`src/rtl/ysyx_23060221_uart_slave.sv`:
```
// AXI4 responder for the UART THR/LSR pair: single-beat writes to THR feed a TX FIFO
// that drains to a valid/ready character sink; reads return the line-status byte.
//
// state   | meaning
// W_IDLE  | awready high, waiting for a write address
// W_DATA  | accepting write beats (single beat pushes, bursts are swallowed)
// W_RESP  | bvalid high until bready
// R_IDLE  | arready high, waiting for a read address
// R_DATA  | rvalid high, one beat per rready until rlast
module ysyx_23060221_uart_slave #(
  parameter int          FIFO_DEPTH = 8,
  parameter logic [31:0] BASE_ADDR  = 32'ha00003f8
) (
  input  logic        clk,
  input  logic        rst,
  output logic        awready,
  input  logic        awvalid,
  input  logic [31:0] awaddr,
  input  logic [3:0]  awid,
  input  logic [7:0]  awlen,
  input  logic [2:0]  awsize,
  input  logic [1:0]  awburst,
  output logic        wready,
  input  logic        wvalid,
  input  logic [63:0] wdata,
  input  logic [7:0]  wstrb,
  input  logic        wlast,
  input  logic        bready,
  output logic        bvalid,
  output logic [1:0]  bresp,
  output logic [3:0]  bid,
  output logic        arready,
  input  logic        arvalid,
  input  logic [31:0] araddr,
  input  logic [3:0]  arid,
  input  logic [7:0]  arlen,
  input  logic [2:0]  arsize,
  input  logic [1:0]  arburst,
  input  logic        rready,
  output logic        rvalid,
  output logic [1:0]  rresp,
  output logic [63:0] rdata,
  output logic        rlast,
  output logic [3:0]  rid,
  output logic        tx_valid,
  output logic [7:0]  tx_data,
  input  logic        tx_ready
);
  localparam int PW = $clog2(FIFO_DEPTH);
  localparam int CW = PW + 1;
  localparam logic [CW-1:0] FULL_CNT = CW'(FIFO_DEPTH);

  typedef enum logic [1:0] {W_IDLE, W_DATA, W_RESP} w_state_t;
  typedef enum logic {R_IDLE, R_DATA} r_state_t;

  w_state_t w_state;
  r_state_t r_state;

  logic [31:0] aw_addr;
  logic [3:0]  aw_id;
  logic [7:0]  aw_len;
  logic [3:0]  ar_id;
  logic [7:0]  ar_len;
  logic [7:0]  r_cnt;

  logic [7:0]    fifo_mem [FIFO_DEPTH];
  logic [PW-1:0] head, tail;
  logic [CW-1:0] count, count_next;
  logic          fifo_empty, fifo_full, push, pop;
  logic [7:0]    push_byte, lsr;

  logic unused_inputs;
  assign unused_inputs = ^{awsize, awburst, araddr, arsize, arburst};

  assign fifo_empty = (count == '0);
  assign fifo_full  = (count == FULL_CNT);
  assign tx_valid   = ~fifo_empty;
  assign tx_data    = fifo_empty ? 8'h00 : fifo_mem[head];
  assign pop        = tx_valid & tx_ready;
  assign push_byte  = wdata[{aw_addr[2:0], 3'b000} +: 8];
  assign push       = (w_state == W_DATA) && wvalid && wready && (aw_len == 8'd0)
                      && wstrb[aw_addr[2:0]] && (aw_addr == BASE_ADDR);
  assign lsr        = {1'b0, fifo_empty, ~fifo_full, 5'b0};

  always_comb begin
    count_next = count;
    case ({push, pop})
      2'b10:   count_next = count + CW'(1);
      2'b01:   count_next = count - CW'(1);
      default: count_next = count;
    endcase
  end

  always_ff @(posedge clk) begin
    if (rst) begin
      head  <= '0;
      tail  <= '0;
      count <= '0;
    end else begin
      count <= count_next;
      if (push) tail <= tail + PW'(1);
      if (pop)  head <= head + PW'(1);
    end
  end

  always_ff @(posedge clk) begin
    if (push) fifo_mem[tail] <= push_byte;
  end

  // wready is registered from the post-update count, so a pop only opens it next cycle
  always_ff @(posedge clk) begin
    if (rst) begin
      w_state <= W_IDLE;
      awready <= 1'b1;
      wready  <= 1'b0;
      bvalid  <= 1'b0;
      bresp   <= 2'b00;
      bid     <= 4'd0;
      aw_addr <= 32'd0;
      aw_id   <= 4'd0;
      aw_len  <= 8'd0;
    end else begin
      case (w_state)
        W_IDLE: begin
          if (awvalid && awready) begin
            aw_addr <= awaddr;
            aw_id   <= awid;
            aw_len  <= awlen;
            awready <= 1'b0;
            wready  <= (awlen != 8'd0) || (count_next != FULL_CNT);
            w_state <= W_DATA;
          end
        end
        W_DATA: begin
          if (wvalid && wready && ((aw_len == 8'd0) || wlast)) begin
            wready  <= 1'b0;
            bvalid  <= 1'b1;
            bresp   <= (aw_len != 8'd0) ? 2'b10 : 2'b00;
            bid     <= aw_id;
            w_state <= W_RESP;
          end else begin
            wready <= (aw_len != 8'd0) || (count_next != FULL_CNT);
          end
        end
        W_RESP: begin
          if (bready) begin
            bvalid  <= 1'b0;
            bresp   <= 2'b00;
            awready <= 1'b1;
            w_state <= W_IDLE;
          end
        end
        default: w_state <= W_IDLE;
      endcase
    end
  end

  always_ff @(posedge clk) begin
    if (rst) begin
      r_state <= R_IDLE;
      arready <= 1'b1;
      rvalid  <= 1'b0;
      rresp   <= 2'b00;
      rdata   <= 64'd0;
      rlast   <= 1'b0;
      rid     <= 4'd0;
      ar_id   <= 4'd0;
      ar_len  <= 8'd0;
      r_cnt   <= 8'd0;
    end else begin
      case (r_state)
        R_IDLE: begin
          if (arvalid && arready) begin
            ar_id   <= arid;
            ar_len  <= arlen;
            r_cnt   <= 8'd0;
            arready <= 1'b0;
            rvalid  <= 1'b1;
            rid     <= arid;
            rlast   <= (arlen == 8'd0);
            rresp   <= (arlen == 8'd0) ? 2'b00 : 2'b10;
            rdata   <= (arlen == 8'd0) ? {16'd0, lsr, 40'd0} : 64'd0;
            r_state <= R_DATA;
          end
        end
        R_DATA: begin
          if (rready) begin
            if (rlast) begin
              rvalid  <= 1'b0;
              rlast   <= 1'b0;
              rresp   <= 2'b00;
              rdata   <= 64'd0;
              arready <= 1'b1;
              r_state <= R_IDLE;
            end else begin
              r_cnt <= r_cnt + 8'd1;
              rlast <= ((r_cnt + 8'd1) == ar_len);
              rid   <= ar_id;
            end
          end
        end
        default: r_state <= R_IDLE;
      endcase
    end
  end
endmodule

```
`config.mk`:
```
export PLATFORM = sky130hd
export DESIGN_NAME = ysyx_23060221_uart_slave
export DESIGN_NICKNAME = d
export VERILOG_FILES = /design/src/rtl/ysyx_23060221_uart_slave.sv
export SDC_FILE = /design/constraint.sdc
export NUM_CORES = 1
export LEC_CHECK = 0
export ABC_AREA = 1
export CAP_MARGIN = 0
export CORE_MARGIN = 2
export CORE_UTILIZATION = 40
export CTS_CLUSTER_DIAMETER = 100
export DETAILED_ROUTE_END_ITERATION = 6
export PLACE_DENSITY = 0.77
export SETUP_SLACK_MARGIN = 0.15
export SYNTH_ARGS = -nofsm -noshare
export SYNTH_HDL_FRONTEND = slang
export SYNTH_SLANG_ARGS = --single-unit
```
`constraint.sdc`:
```
create_clock -name clk -period 2.3 [get_ports clk]
set_input_delay 0.23 -clock clk [delete_from_list [all_inputs] [get_ports clk]]
set_output_delay 0.23 -clock clk [all_outputs]
set_load 0.005 [all_outputs]
```
Yosys cells after proc, flatten, opt, wreduce, memory -nomap -nowiden

Memory sizes are Yosys's and may differ from the RTL's. A register that Yosys moved wholly into a read port is not among the register bits.
Cells that the tools add are included.
W data, S select, Z words.

Multiplexer cells: 58
Bitwise logic cells: 4
Equal/unequal tests: 15
Shift operators: 1
$lt $le $gt $ge: 1
Reduce and logical (&&, ||, !) cells: 31
Add/sub/neg operators: 5

Operator list:

| cell                   | count |
|---|---|
| $mux W64               | 3 |
| $pmux W64 S2           | 1 |
| $shiftx A64 B7 Y8      | 1 |
| $mux W47               | 1 |
| $eq A32 B32 Y1 const B | 1 |
| $mux W8                | 4 |
| $mux W1                | 21 |
| $mux W2                | 9 |
| $logic_not A8 Y1       | 2 |
| $pmux W4 S2            | 2 |
| $pmux W8 S2            | 1 |
| $reduce_bool A8 Y1     | 2 |
| $reduce_and A3 Y1      | 5 |
| $pmux W1 S2            | 7 |
| $mux W4                | 3 |
| $ne A2 B2 Y1 const B   | 6 |
| $reduce_and A2 Y1      | 5 |
| $logic_and A1 B1 Y1    | 9 |
| $add A8 B1 Y8 const B  | 1 |
| $eq A8 B8 Y1           | 1 |
| $pmux W2 S2            | 2 |
| $add A3 B1 Y3 const B  | 2 |
| $mux W3                | 2 |
| $pmux W2 S3            | 1 |
| other kinds (15)       | 23 |

Memories kept: 1
Bits in writable memories: 64
Bits in registers: 159

Memory list:

| name     | depth | bits a word | rd ports | clocked after Yosys merged registers in | write ports | line | text |
|---|---|---|---|---|---|---|---|
| fifo_mem | 8     | 8           | 1        | 1                                       | 1           | 66   | `logic [7:0] fifo_mem [FIFO_DEPTH];` |

Longest topological paths before layout

Gate-level depths: netlist (run 1).

Depth after elaboration: 12
Mapped depth: 19

Least setup slack after synthesis (run 1)

Ideal clock, no wire load.

Path kind: register to register
Start: register aw_addr[0]
End: register wready
Path slack: 0.058 ns
Required time: 2.230 ns
Cell stages (with the launch flop): 16
Data arrival time: 2.173 ns
Clock period less this slack: 2.242 ns
Path through: dfxtp_1 -> buf_6 -> nor2_2 -> nand3_1 -> nor3_2 -> nand4_1 -> ha_1 -> ha_1 -> or2_2 -> nand2_1 -> nand2_1 -> nand2_1 -> nand2_1 -> nand4_1 -> nand2_1 -> a21oi_1

Cells in the longest elaborated chain, start to end: 10
Elaborated cells on any way between the ends: 14
Classes of those cells: 4 x eq/ne; 6 x mux; 4 x reduce/logical

RTL lines:

| what                                         | line     | text |
|---|---|---|
| start: declaration                           | 59       | `logic [31:0] aw_addr;` |
| start signal: assignment                     | 126      | `aw_addr <= awaddr;` |
| $bmux W1 S3                                  | 82       | `&& wstrb[aw_addr[2:0]] && (aw_addr == BASE_ADDR);` |
| $mux W1 (not written as such)                | 82       |  |
| $logic_and A1 B1 Y1                          | 82       |  |
| $logic_and A1 B1 Y1 *                        | 82       |  |
| $eq A2 B1 Y1 or $eq A2 B2 Y1 (tied branches) | 87       | `case ({push, pop})` |
| $pmux W4 S2 *                                | 87       |  |
| $ne A4 B4 Y1 *                               | 130, 142 |  |
| $logic_or A1 B1 Y1 (on tied branches)        | 142, 130 |  |
| $mux W1 (on tied branches)                   | 135, 125 |  |
| $pmux W1 S2 *                                | 123      | `case (w_state)` |
| end signal: assignment                       | 130      | `wready <= (awlen != 8'd0) \|\| (count_next != FULL_CNT);` |
| end signal: assignment                       | 142      | `wready <= (aw_len != 8'd0) \|\| (count_next != FULL_CNT);` |
| end: declaration                             | 23       | `output logic wready,` |

Mark *: on every way between the ends. The rest lies on a longest branch, timed or not. The select of a mux whose other input is x is not followed.
A chain may end at the register's enable or synchronous reset.

Final worst setup path (run 1)

Start: register aw_addr[14]
End: memory fifo_mem[0][0] (enable)

Cells in the longest elaborated chain, start to end: 4

RTL lines:

| what                          | line | text |
|---|---|---|
| $eq A32 B32 Y1                | 82   |  |
| $logic_and A1 B1 Y1           | 82   |  |
| $mux W1                       | 107  | `if (push) fifo_mem[tail] <= push_byte;` |
| $mux W1 (not written as such) | 107  |  |
| end: declaration              | 66   |  |

No other way between the ends.

==> impl_metrics.tcl, run 1 <==
set metrics [dict create \
    cts_max_path_buffers 2 \
    path_max_fanout 8 \
    postPlaceCellArea_um2 9870 \
    cts_buffers 17 \
    floorplan.die.width_um 145 \
    synth_mux_area_frac 0 \
    timing.critical_path.arrival_ps 2470 \
    detail_route.wirelength_um 20200 \
    hold_bufs_at_cts 0 \
    dieArea_um2 20900 \
    grt_antenna_before_repair 0 \
    combinational_family_with_the_most_area_after_synthesis "simple AND/OR/NAND/NOR gates" \
    grt_first_pass_wirelength_um 31600 \
    maxCapViolCount 0 \
    leading_cell_type_in_the_layout_fill_and_taps_excluded "nor2_1" \
    mapped_cells 1003 \
    io_pins 270 \
    synth-seq-area-share 0.491 \
    number_of_flops_mapped_to_enable_cells_by_yosys 64 \
    critPathMaxStageDelay_ps 330 \
    power.sequential.fraction 0.385 \
    place_congestion 0.834 \
    async_flop_share 0 \
    run_status "complete, but fails checks" \
    maximum_clock_frequency_mhz 428 \
    drt.antenna.violating_nets 0 \
    ys_ff_latch 162 \
    critical-path-top-cell-by-count "buf_4" \
    switchingPower_mw 2.74 \
    die_h_um 145 \
    tritoncts_clock_tree "built" \
    detail_route.drc_violations 0 \
    area_growth_syn_to_layout_pct 37.2 \
    share_comb_of_total_power 0.310 \
    post_synth_fa_ha_maj_area_fraction 0.0120 \
    synth_top_flop_cell "dfxtp_1" \
    clock_insertion_delay_at_the_later_pin_of_the_skew_report_ps 420 \
    average_instance_area_after_synthesis_um2 7.89 \
    power_per_cell_area_nw_per_um2 812 \
    static_leakage_power_nw 4.27 \
    final_net_count 1390 \
    p_int_mw 6.07 \
    end_kind "flip-flop" \
    synth.distinct_cells 32 \
    setup_viol 25 \
    critical_path_source_type "flip-flop" \
    synth-simple-area-share 0.220 \
    design.core.area_um2 19500 \
    rows 51 \
    gr_ovfl_total 0 \
    preCtsSetupSlack_ps -414 \
    cts_root_buffer "clkbuf_16" \
    worst_supply_voltage_drop_on_vdd_mv 0.612 \
    fraction_of_power_spent_switching_nets 0.311 \
    post_route_cells_drive_above_1_share 0.141 \
    fin_worst_hold_slack_ps 411 \
    violated_checks "setup timing" \
    synth_compound_area_frac 0.152 \
    synth_largest_type_area_fraction 0.248 \
    drtIter0Drc 442 \
    final_max_slew_viol_count 0 \
    post-route-cell-area_um2 10900 \
    critPathSlowestCell "dfxtp_2" \
    grt_setup_unrepaired "yes" \
    timing_worst_slew_pin_value_ps 708 \
    grt_pass1_vias 6836 \
    clkSinkCount 162 \
    wire_per_inst_um 13.6 \
    cp.required_ps 2430 \
    most_used_cells_in_the_layout_excluding_fill_and_tap_cells "214 x nor2_1, 155 x clkdlybuf4s50_1, 116 x nand2_1, 115 x o21ai_0, 90 x dfxtp_1" \
    clock_skew_ps 11.3 \
    synth.largest_area_cell "dfxtp_1" \
    layout_setup_ws_ps -38.7 \
    final_hpwl_from_detailed_placement_um 14100 \
    min_path_type "in2reg" \
    criticalPathCategory "reg2reg" \
    synth.top_cells.by_area "dfxtp_1 25%, edfxtp_1 24%, nor2_1 11%" \
    worstPathCellList "nor2_1 -> nand3_1 -> nor2_1 -> nand2_1 -> nor2_2 -> buf_4 -> buf_4 -> buf_4 -> buf_4 -> buf_4 -> nand2_1 -> nor2_4 -> nand2_4 -> buf_4 -> nor2_4 -> buf_6" \
    dpl.cell_count 1438 \
    vias 7245 \
    hold_viol 0 \
    synthXorXnorAreaFrac 0.00221 \
    diodes 0 \
    initial_core_util 0.406 \
    yosysWarningCount 0 \
    clkPwrFrac 0.305 \
    worst_slew_margin_rel 0.527 \
    clock_period_minus_worst_slack_ps 2340 \
    largest_net_degree_at_the_start_of_global_routing 53 \
    port-buffer-count 163 \
    mappedNetlistArea_um2 7910 \
    clk_pin_slew_worst_paths_ps 70 \
    firstDrtPassIters 5 \
    part_of_the_cycle_the_worst_path_needs 1.02 \
    drt-vias-per-instance 4.89 \
    instances_no_fill 1482 \
    groute.usage.overall 0.191 \
    cts-htree-levels 4 \
]
-- state kept, by name, summed over array words and instances (netlist names), 2 cells and up, named ones only --
| signal | cells |
|---|---|
| aw_addr | 32 |
| aw_len | 8 |
| aw_id | 4 |
| ar_len | 8 |
| count | 4 |
| w_state | 2 |
| rdata | 2 |
| tail | 3 |
| r_cnt | 8 |
| ar_id | 4 |
| rid | 4 |
| fifo_mem | 64 |
| head | 3 |
| bid | 4 |
-- repair_timing --
item / in CTS / in global routing
gates cloned: 1 / 0
endpoints found under the hold margin: 0 / 0
pin swaps: 25 / 17
endpoints found under the setup margin: 12 / 74
buffers inserted: 8 / 3
resized for setup: 65 / 37
-- metrics by stage --
step	total power, mW	utilization	TNS, ps
after floorplan	4.79	-	0
after global placement	5.74	0.507	-797
after detailed placement	5.81	0.507	-999
after CTS	8.71	0.550	0
after global routing	9.28	0.558	-7840
final	8.81	0.558	-538
-- Yosys cell counts, types with 2 or more instances --
cell,n
o22ai_1,8
a31oi_1,12
nand2_1,124
xor2_1,2
o21ai_0,122
nand3_1,38
edfxtp_1,64
o21ai_1,2
inv_2,3
nor2_1,224
buf_4,65
nor2_2,7
inv_1,72
nor3_1,3
nor3_2,3
nand2_2,5
nand3b_1,3
dfxtp_1,98
a21oi_1,61
clkbuf_1,30
o32ai_1,16
nand4_1,14
buf_2,13
ha_1,6
-- critical path, delay by kind of cell, from the launching register on --
kind | cells | cell delay (ps)
buffers and inverters | 7 | 780
DFF | 1 | 330
and+or+nand+nor | 9 | 950
-- per-layer routing --
metal	share of wire	GRT usage
met3	0.051	0.0301
met1	0.43	0.230
met4	0.025	0.0695
met2	0.50	0.343
met5	0	0
-- final timing paths --
check / startpoint / end / cells past startpoint / slack [ps]
worst max-delay path: aw_addr[14]$_SDFFE_PP0P_ / fifo_mem[0][0]$_DFFE_PP_ / 16 / -40
worst max register to register: aw_addr[14]$_SDFFE_PP0P_ / fifo_mem[0][0]$_DFFE_PP_ / 16 / -40
worst min register to register: aw_addr[20]$_SDFFE_PP0P_ / aw_addr[20]$_SDFFE_PP0P_ / 2 / 460
worst min-delay path: arid[0] / ar_id[0]$_SDFFE_PP0P_ / 3 / 410
-- kinds of logic (layout without fill, tap and decap cells) --
logic type,after synthesis,in the layout
xor+xnor,2,2
other cells,1,64
fa+ha+maj,7,7
buf+inv,186,337
flops,162,162
simple gates,423,423
compound gates,222,222
-- power groups by stage --
stage                     clock (mW)  sequential (mW)  combinational, mW
after floorplan                    0             3.38               1.40
after global placement             0             3.42               2.33
after detailed placement           0             3.42               2.38
after CTS                       2.72             3.38               2.60
after global routing            2.84             3.41               3.03
final                           2.69             3.39               2.73
-- area by class of cell --
cell class              instances  area [um2]
repair buffers                229        2200
well taps                     265         332
inverters                      76         298
clock inverters                10        68.8
multi-input cells             718        3560
fillers                      1765        8610
clock buffers                  22         495
flip-flops and latches        162        3900
Note: power is estimated with default switching activity, not from simulation.
==> inputs of run 2 (changes only) <==
--- a/config.mk
+++ b/config.mk
@@ -8,10 +8,10 @@
 export ABC_AREA = 1
 export CAP_MARGIN = 0
 export CORE_MARGIN = 2
-export CORE_UTILIZATION = 40
+export CORE_UTILIZATION = 42
 export CTS_CLUSTER_DIAMETER = 100
 export DETAILED_ROUTE_END_ITERATION = 6
-export PLACE_DENSITY = 0.77
+export PLACE_DENSITY = 0.8
 export SETUP_SLACK_MARGIN = 0.15
 export SYNTH_ARGS = -nofsm -noshare
 export SYNTH_HDL_FRONTEND = slang
==> run 2 against run 1 <==
Against the previous run:
- the flow still finishes with violations (setup timing)
- non-clock buffer count up 4
- clock-buffer cell count down 3
- final area up 0.48%
- flip-flop and latch count unchanged
- sequential share of layout area down 0.21 points
- critical path depth unchanged
- die area down 4.6%
- via count up 2.2%
- wire length up 2.9%
- combinational power up 3%
- first-iteration DRC count up 17%
- critical endpoint is now fifo_mem[5][2]$_DFFE_PP_
- largest cell class unchanged
==> impl_metrics.tcl, run 2 (synthesis results as in run 1) <==
set metrics [dict create \
    drtIter0Drc 515 \
    rows 50 \
    hold_bufs_at_cts 0 \
    timing.hold.worst_path_depth 3 \
    clk_pin_slew_worst_paths_ps 60 \
    grt_setup_unrepaired "yes" \
    initial_core_util 0.426 \
    hold_viol 0 \
    cts_max_path_buffers 2 \
    timing.critical_path.arrival_ps 2470 \
    clock_insertion_delay_at_the_later_pin_of_the_skew_report_ps 430 \
    diodes 0 \
    worst_slew_margin_rel 0.670 \
    tritoncts_clock_tree "built" \
    area_growth_syn_to_layout_pct 37.9 \
    detail_route.drc_violations 0 \
    critical_path_source_type "flip-flop" \
    drt.antenna.violating_nets 0 \
    die_h_um 141 \
    cts-htree-levels 4 \
    layout_setup_ws_ps -30.6 \
    grt_antenna_before_repair 0 \
    path_max_fanout 8 \
    maxCapViolCount 0 \
    place_congestion 0.912 \
    run_status "complete, but fails checks" \
    timing_worst_slew_pin_value_ps 491 \
    grt_pass1_vias 6888 \
    fin_tns_setup_ps -304 \
    clock_period_minus_worst_slack_ps 2330 \
    min_path_type "in2reg" \
    final_hpwl_from_detailed_placement_um 14100 \
    r2r.worst_path.cells 16 \
    preCtsSetupSlack_ps -357 \
    num-fill-cells 1538 \
    vias 7401 \
    cts_buffers 17 \
    setup_viol 17 \
    clock_skew_ps 7.47 \
    maximum_clock_frequency_mhz 429 \
    power_per_cell_area_nw_per_um2 822 \
    firstDrtPassIters 6 \
    io_pins 270 \
    largest_register_by_flop_count "fifo_mem" \
    post_route_cells_drive_above_1_share 0.144 \
    static_leakage_power_nw 4.32 \
    violated_checks "setup timing" \
    design.core.area_um2 18600 \
    leading_cell_type_in_the_layout_fill_and_taps_excluded "nor2_1" \
    grt_first_pass_wirelength_um 32700 \
    groute.usage.overall 0.204 \
    most_used_cells_in_the_layout_excluding_fill_and_tap_cells "210 x nor2_1, 155 x clkdlybuf4s50_1, 116 x o21ai_0, 115 x nand2_1, 91 x dfxtp_1" \
    top_regs "fifo_mem x64, aw_addr x32" \
    largest_net_degree_at_the_start_of_global_routing 52 \
    detail_route.wirelength_um 20800 \
    worst_supply_voltage_drop_on_vdd_mv 0.572 \
    wire_per_inst_um 14.3 \
    criticalPathCategory "reg2reg" \
    final_net_count 1394 \
    final_max_slew_viol_count 0 \
    number_of_flip_flops_under_the_largest_register_name 64 \
    end_kind "flip-flop" \
    part_of_the_cycle_the_worst_path_needs 1.01 \
    gr_ovfl_total 0 \
    clkSinkCount 162 \
    cp.required_ps 2440 \
    dieArea_um2 19900 \
    cts_root_buffer "clkbuf_16" \
    floorplan.die.width_um 141 \
    port-buffer-count 163 \
    drt-vias-per-instance 5.09 \
]
-- run 2: timing repair --
item | in CTS | in global routing
resized for setup | 48 | 64
setup endpoints to repair | 12 | 75
buffers inserted | 13 | 3
gates cloned | 1 | 1
pin swaps | 25 | 26
-- run 2: through the flow --
| step | std cells | power (mW) | area [um2] | util | hold slack (ps) |
|---|---|---|---|---|---|
| 2_1_floorplan | 1066 | 4.79 | 8170 | - | 374 |
| 3_3_place_gp | 1405 | 5.73 | 9840 | 0.530 | 439 |
| 3_5_place_dp | 1405 | 5.79 | 9840 | 0.530 | 448 |
| 4_1_cts | 1451 | 8.74 | 10700 | 0.574 | 384 |
| 5_1_grt | 1455 | 9.42 | 10900 | 0.587 | 391 |
| 6_report | 1455 | 8.97 | 10900 | 0.587 | 397 |
-- run 2: cell type report --
type,count,area [um2],area share
Sequential cell,162,3900,0.357
Multi-Input combinational cell,718,3550,0.326
Timing Repair Buffer,233,2290,0.210
Clock buffer,19,433,0.0397
Inverter,76,298,0.0273
Tap cell,234,293,0.0268
Clock inverter,13,136,0.0125
-- run 2: report_power, final --
| group | switching [mW] | leakage [nW] | internal [mW] |
|---|---|---|---|
| registers | 0.159 | 1.38 | 3.24 |
| logic | 1.46 | 2.67 | 1.35 |
| clock network | 1.16 | 0.269 | 1.60 |
| total | 2.78 | 4.32 | 6.19 |
-- run 2: final timing paths --
| kind | from | endpoint | slack (ps) |
|---|---|---|---|
| max | aw_len[1]$_SDFFE_PP0P_ | fifo_mem[5][2]$_DFFE_PP_ | -30 |
| min | arid[1] | ar_id[1]$_SDFFE_PP0P_ | 400 |
| max reg2reg | aw_len[1]$_SDFFE_PP0P_ | fifo_mem[5][2]$_DFFE_PP_ | -30 |
| min reg2reg | aw_len[4]$_SDFFE_PP0P_ | aw_len[4]$_SDFFE_PP0P_ | 450 |
-- run 2: critical path, stage by stage, from the launching register on --
cell     delay [ps]
dfxtp_1         320
nor2_1          100
nand3_1          90
nor2_2          150
nand2_1          80
nor2_2          130
buf_4           120
buf_6            80
buf_6            80
buf_6            80
buf_6            80
buf_6            80
nand2_4          40
nor2_4          170
nand2_4         130
nor3_2          150
buf_6           170
-- run 2: metal layers --
metal | wire [um] | vias up | global-route usage
met5 | 0 | - | 0
met4 | 418 | 0 | 0.0784
met3 | 1210 | 36 | 0.0442
met2 | 10600 | 274 | 0.357
met1 | 8570 | 3461 | 0.246
li1 | - | 3630 | -
==> inputs of run 3 (changes only) <==
--- a/config.mk
+++ b/config.mk
@@ -7,11 +7,10 @@
 export LEC_CHECK = 0
 export ABC_AREA = 1
 export CAP_MARGIN = 0
-export CORE_MARGIN = 2
 export CORE_UTILIZATION = 42
 export CTS_CLUSTER_DIAMETER = 100
 export DETAILED_ROUTE_END_ITERATION = 6
-export PLACE_DENSITY = 0.8
+export PLACE_DENSITY = 0.78
 export SETUP_SLACK_MARGIN = 0.15
 export SYNTH_ARGS = -nofsm -noshare
 export SYNTH_HDL_FRONTEND = slang
==> run 3 against run 2 <==
Against the previous run:
- the run ends with DRC, setup timing left
- sequential power barely moved
- power is 1.4% higher
- register-to-register slack worse by 50 ps
- utilization increased by 0.46 points
- global-route usage grew 0.79 points
==> impl_metrics.tcl, run 3 (synthesis results as in run 1) <==
set metrics [dict create \
    floorplan.die.width_um 139 \
    timing_worst_slew_pin_value_ps 678 \
    leading_cell_type_in_the_layout_fill_and_taps_excluded "nor2_1" \
    io_pins 270 \
    path_max_fanout 6 \
    hold_path.startpoint "arid[3]" \
    worst_supply_voltage_drop_on_vdd_mv 0.583 \
    worst_slew_margin_rel 0.548 \
    drt.antenna.violating_nets 0 \
    grt_antenna_before_repair 0 \
    initial_core_util 0.434 \
    globalRoute.busiestLayer "met2" \
    min_path_type "in2reg" \
    grt_first_pass_wirelength_um 32700 \
    drtIter0Drc 409 \
    diodes 0 \
    r2r.worst_path.cells 15 \
    cp.required_ps 2600 \
    area_growth_syn_to_layout_pct 36.2 \
    violated_checks "DRC, setup timing" \
    critical-path-top-cell-by-count "nand2_1" \
    clock_period_minus_worst_slack_ps 2380 \
    groute.usage.overall 0.212 \
    timing.critical_path.arrival_ps 2680 \
    met1_usage 0.257 \
    timing.reg2reg.setup_slack_ps -80 \
    vias 7271 \
    detail_route.drc_violations 16 \
    wire_per_inst_um 14.0 \
    rows 49 \
    largest_register_by_flop_count "fifo_mem" \
    design.core.area_um2 18200 \
    grt_use_met2 0.364 \
    clk_pin_slew_worst_paths_ps 60 \
    detail_route.wirelength_um 20200 \
    tritoncts_clock_tree "built" \
    cts-htree-levels 4 \
    crit_buf_inv 1 \
    fin_worst_hold_slack_ps 394 \
    end_kind "flip-flop" \
    final_max_slew_viol_count 0 \
    clkSinkCount 162 \
    gr_ovfl_total 0 \
    die_h_um 139 \
    reg2reg_from "aw_addr[0]$_SDFFE_PP0P_" \
    reg2reg_to "wready$_SDFFE_PP0P_" \
    groute.layer.met3.usage 0.0485 \
    setup_viol 1 \
    fin_tns_setup_ps -78.1 \
    port-buffer-count 163 \
    place_congestion 0.868 \
    post_route_cells_drive_above_1_share 0.131 \
    hold_path_end "ar_id[3]$_SDFFE_PP0P_" \
    critPathMaxStageDelay_ps 510 \
    number_of_flip_flops_under_the_largest_register_name 64 \
    worstPathCellList "nor2_1 -> nor2_1 -> o21ai_1 -> nand3_2 -> nand4_1 -> ha_4 -> inv_4 -> fa_1 -> nand2_1 -> o21ai_2 -> nand2_1 -> nor2_2 -> nand4_1 -> nand2_1 -> a21oi_1" \
    cts_buffers 17 \
    cts_max_path_buffers 2 \
    layout_setup_ws_ps -78.1 \
    criticalPathCategory "reg2reg" \
    clock_skew_ps 6.79 \
    timing.hold.worst_path_depth 3 \
    static_leakage_power_nw 4.29 \
    run_status "complete, but fails checks" \
    grt_pass1_vias 6915 \
    dieArea_um2 19400 \
    drt-vias-per-instance 5.03 \
    hold_bufs_at_cts 0 \
    part_of_the_cycle_the_worst_path_needs 1.03 \
    preCtsSetupSlack_ps -416 \
    cts_root_buffer "clkbuf_16" \
    maxCapViolCount 0 \
    maximum_clock_frequency_mhz 421 \
    critical_path_source_type "flip-flop" \
    critical_path.top_delay_family "simple AND/OR/NAND/NOR gates" \
    final_net_count 1389 \
    final_hpwl_from_detailed_placement_um 13700 \
    power_per_cell_area_nw_per_um2 844 \
    most_used_cells_in_the_layout_excluding_fill_and_tap_cells "219 x nor2_1, 155 x clkdlybuf4s50_1, 122 x nand2_1, 116 x o21ai_0, 91 x dfxtp_1" \
    top_regs "fifo_mem x64, aw_addr x32" \
    clock_insertion_delay_at_the_later_pin_of_the_skew_report_ps 420 \
    largest_net_degree_at_the_start_of_global_routing 67 \
    critPathSlowestCell "fa_1" \
    hold_viol 0 \
    grt_setup_unrepaired "yes" \
    firstDrtPassIters 7 \
]
==> run 3: cell type report <==
cell class / instances / area, um2
Timing Repair Buffer: 228 / 2230
Sequential cell: 162 / 3900
Clock buffer: 20 / 479
Fill cell: 1537 / 7440
Clock inverter: 12 / 150
Tap cell: 229 / 287
Inverter: 76 / 295
Multi-Input combinational cell: 718 / 3430
==> run 3: worst max path at each step <==
stage               slack [ps]                    start                   to  depth (start not counted)
detailed placement        -420                   wvalid  wready$_SDFFE_PP0P_                         19
finish                     -80  aw_addr[0]$_SDFFE_PP0P_  wready$_SDFFE_PP0P_                         15
floorplan                  140  aw_addr[0]$_SDFFE_PP0P_  wready$_SDFFE_PP0P_                         16
global route              -220   aw_len[6]$_SDFFE_PP0P_  wready$_SDFFE_PP0P_                         16
global placement          -320                   wvalid  wready$_SDFFE_PP0P_                         19
CTS                        -10  aw_addr[0]$_SDFFE_PP0P_  wready$_SDFFE_PP0P_                         15
==> run 3: worst reg2reg max path: stages, from the launching register on <==
cell     delay [ps]
dfxtp_4         370
nor2_1          120
nor2_1           80
o21ai_1         110
nand3_2         130
nand4_1         150
ha_4            200
inv_4            40
fa_1            510
nand2_1          60
o21ai_2          80
nand2_1          90
nor2_2          120
nand4_1          80
nand2_1          60
a21oi_1          60
==> run 3: what timing repair did <==
item / in CTS / in global routing
buffers inserted: 17 / 1
setup endpoints to repair: 12 / 20
pin swaps: 20 / 25
gates cloned: 1 / 0
resized for setup: 42 / 42
==> run 3: stage by stage <==
stage                util  std cells  area, um2  power [mW]
floorplan               -       1066       8170        4.79
global placement    0.537       1394       9780        5.68
detailed placement  0.537       1394       9780        5.75
CTS                 0.587       1444      10700        9.01
global route        0.592       1445      10800        9.56
finish              0.592       1445      10800        9.09
==> run 3: routing by layer <==
layer / vias up / part of all wire
li1: 3615 / -
met4: 0 / 0.025
met3: 49 / 0.057
met2: 283 / 0.49
met5: - / 0
met1: 3324 / 0.43
==> run 3: where the power goes <==
part           internal [mW]  switching (mW)
logic                   1.33            1.42
registers               3.24           0.142
clock network           1.83            1.12
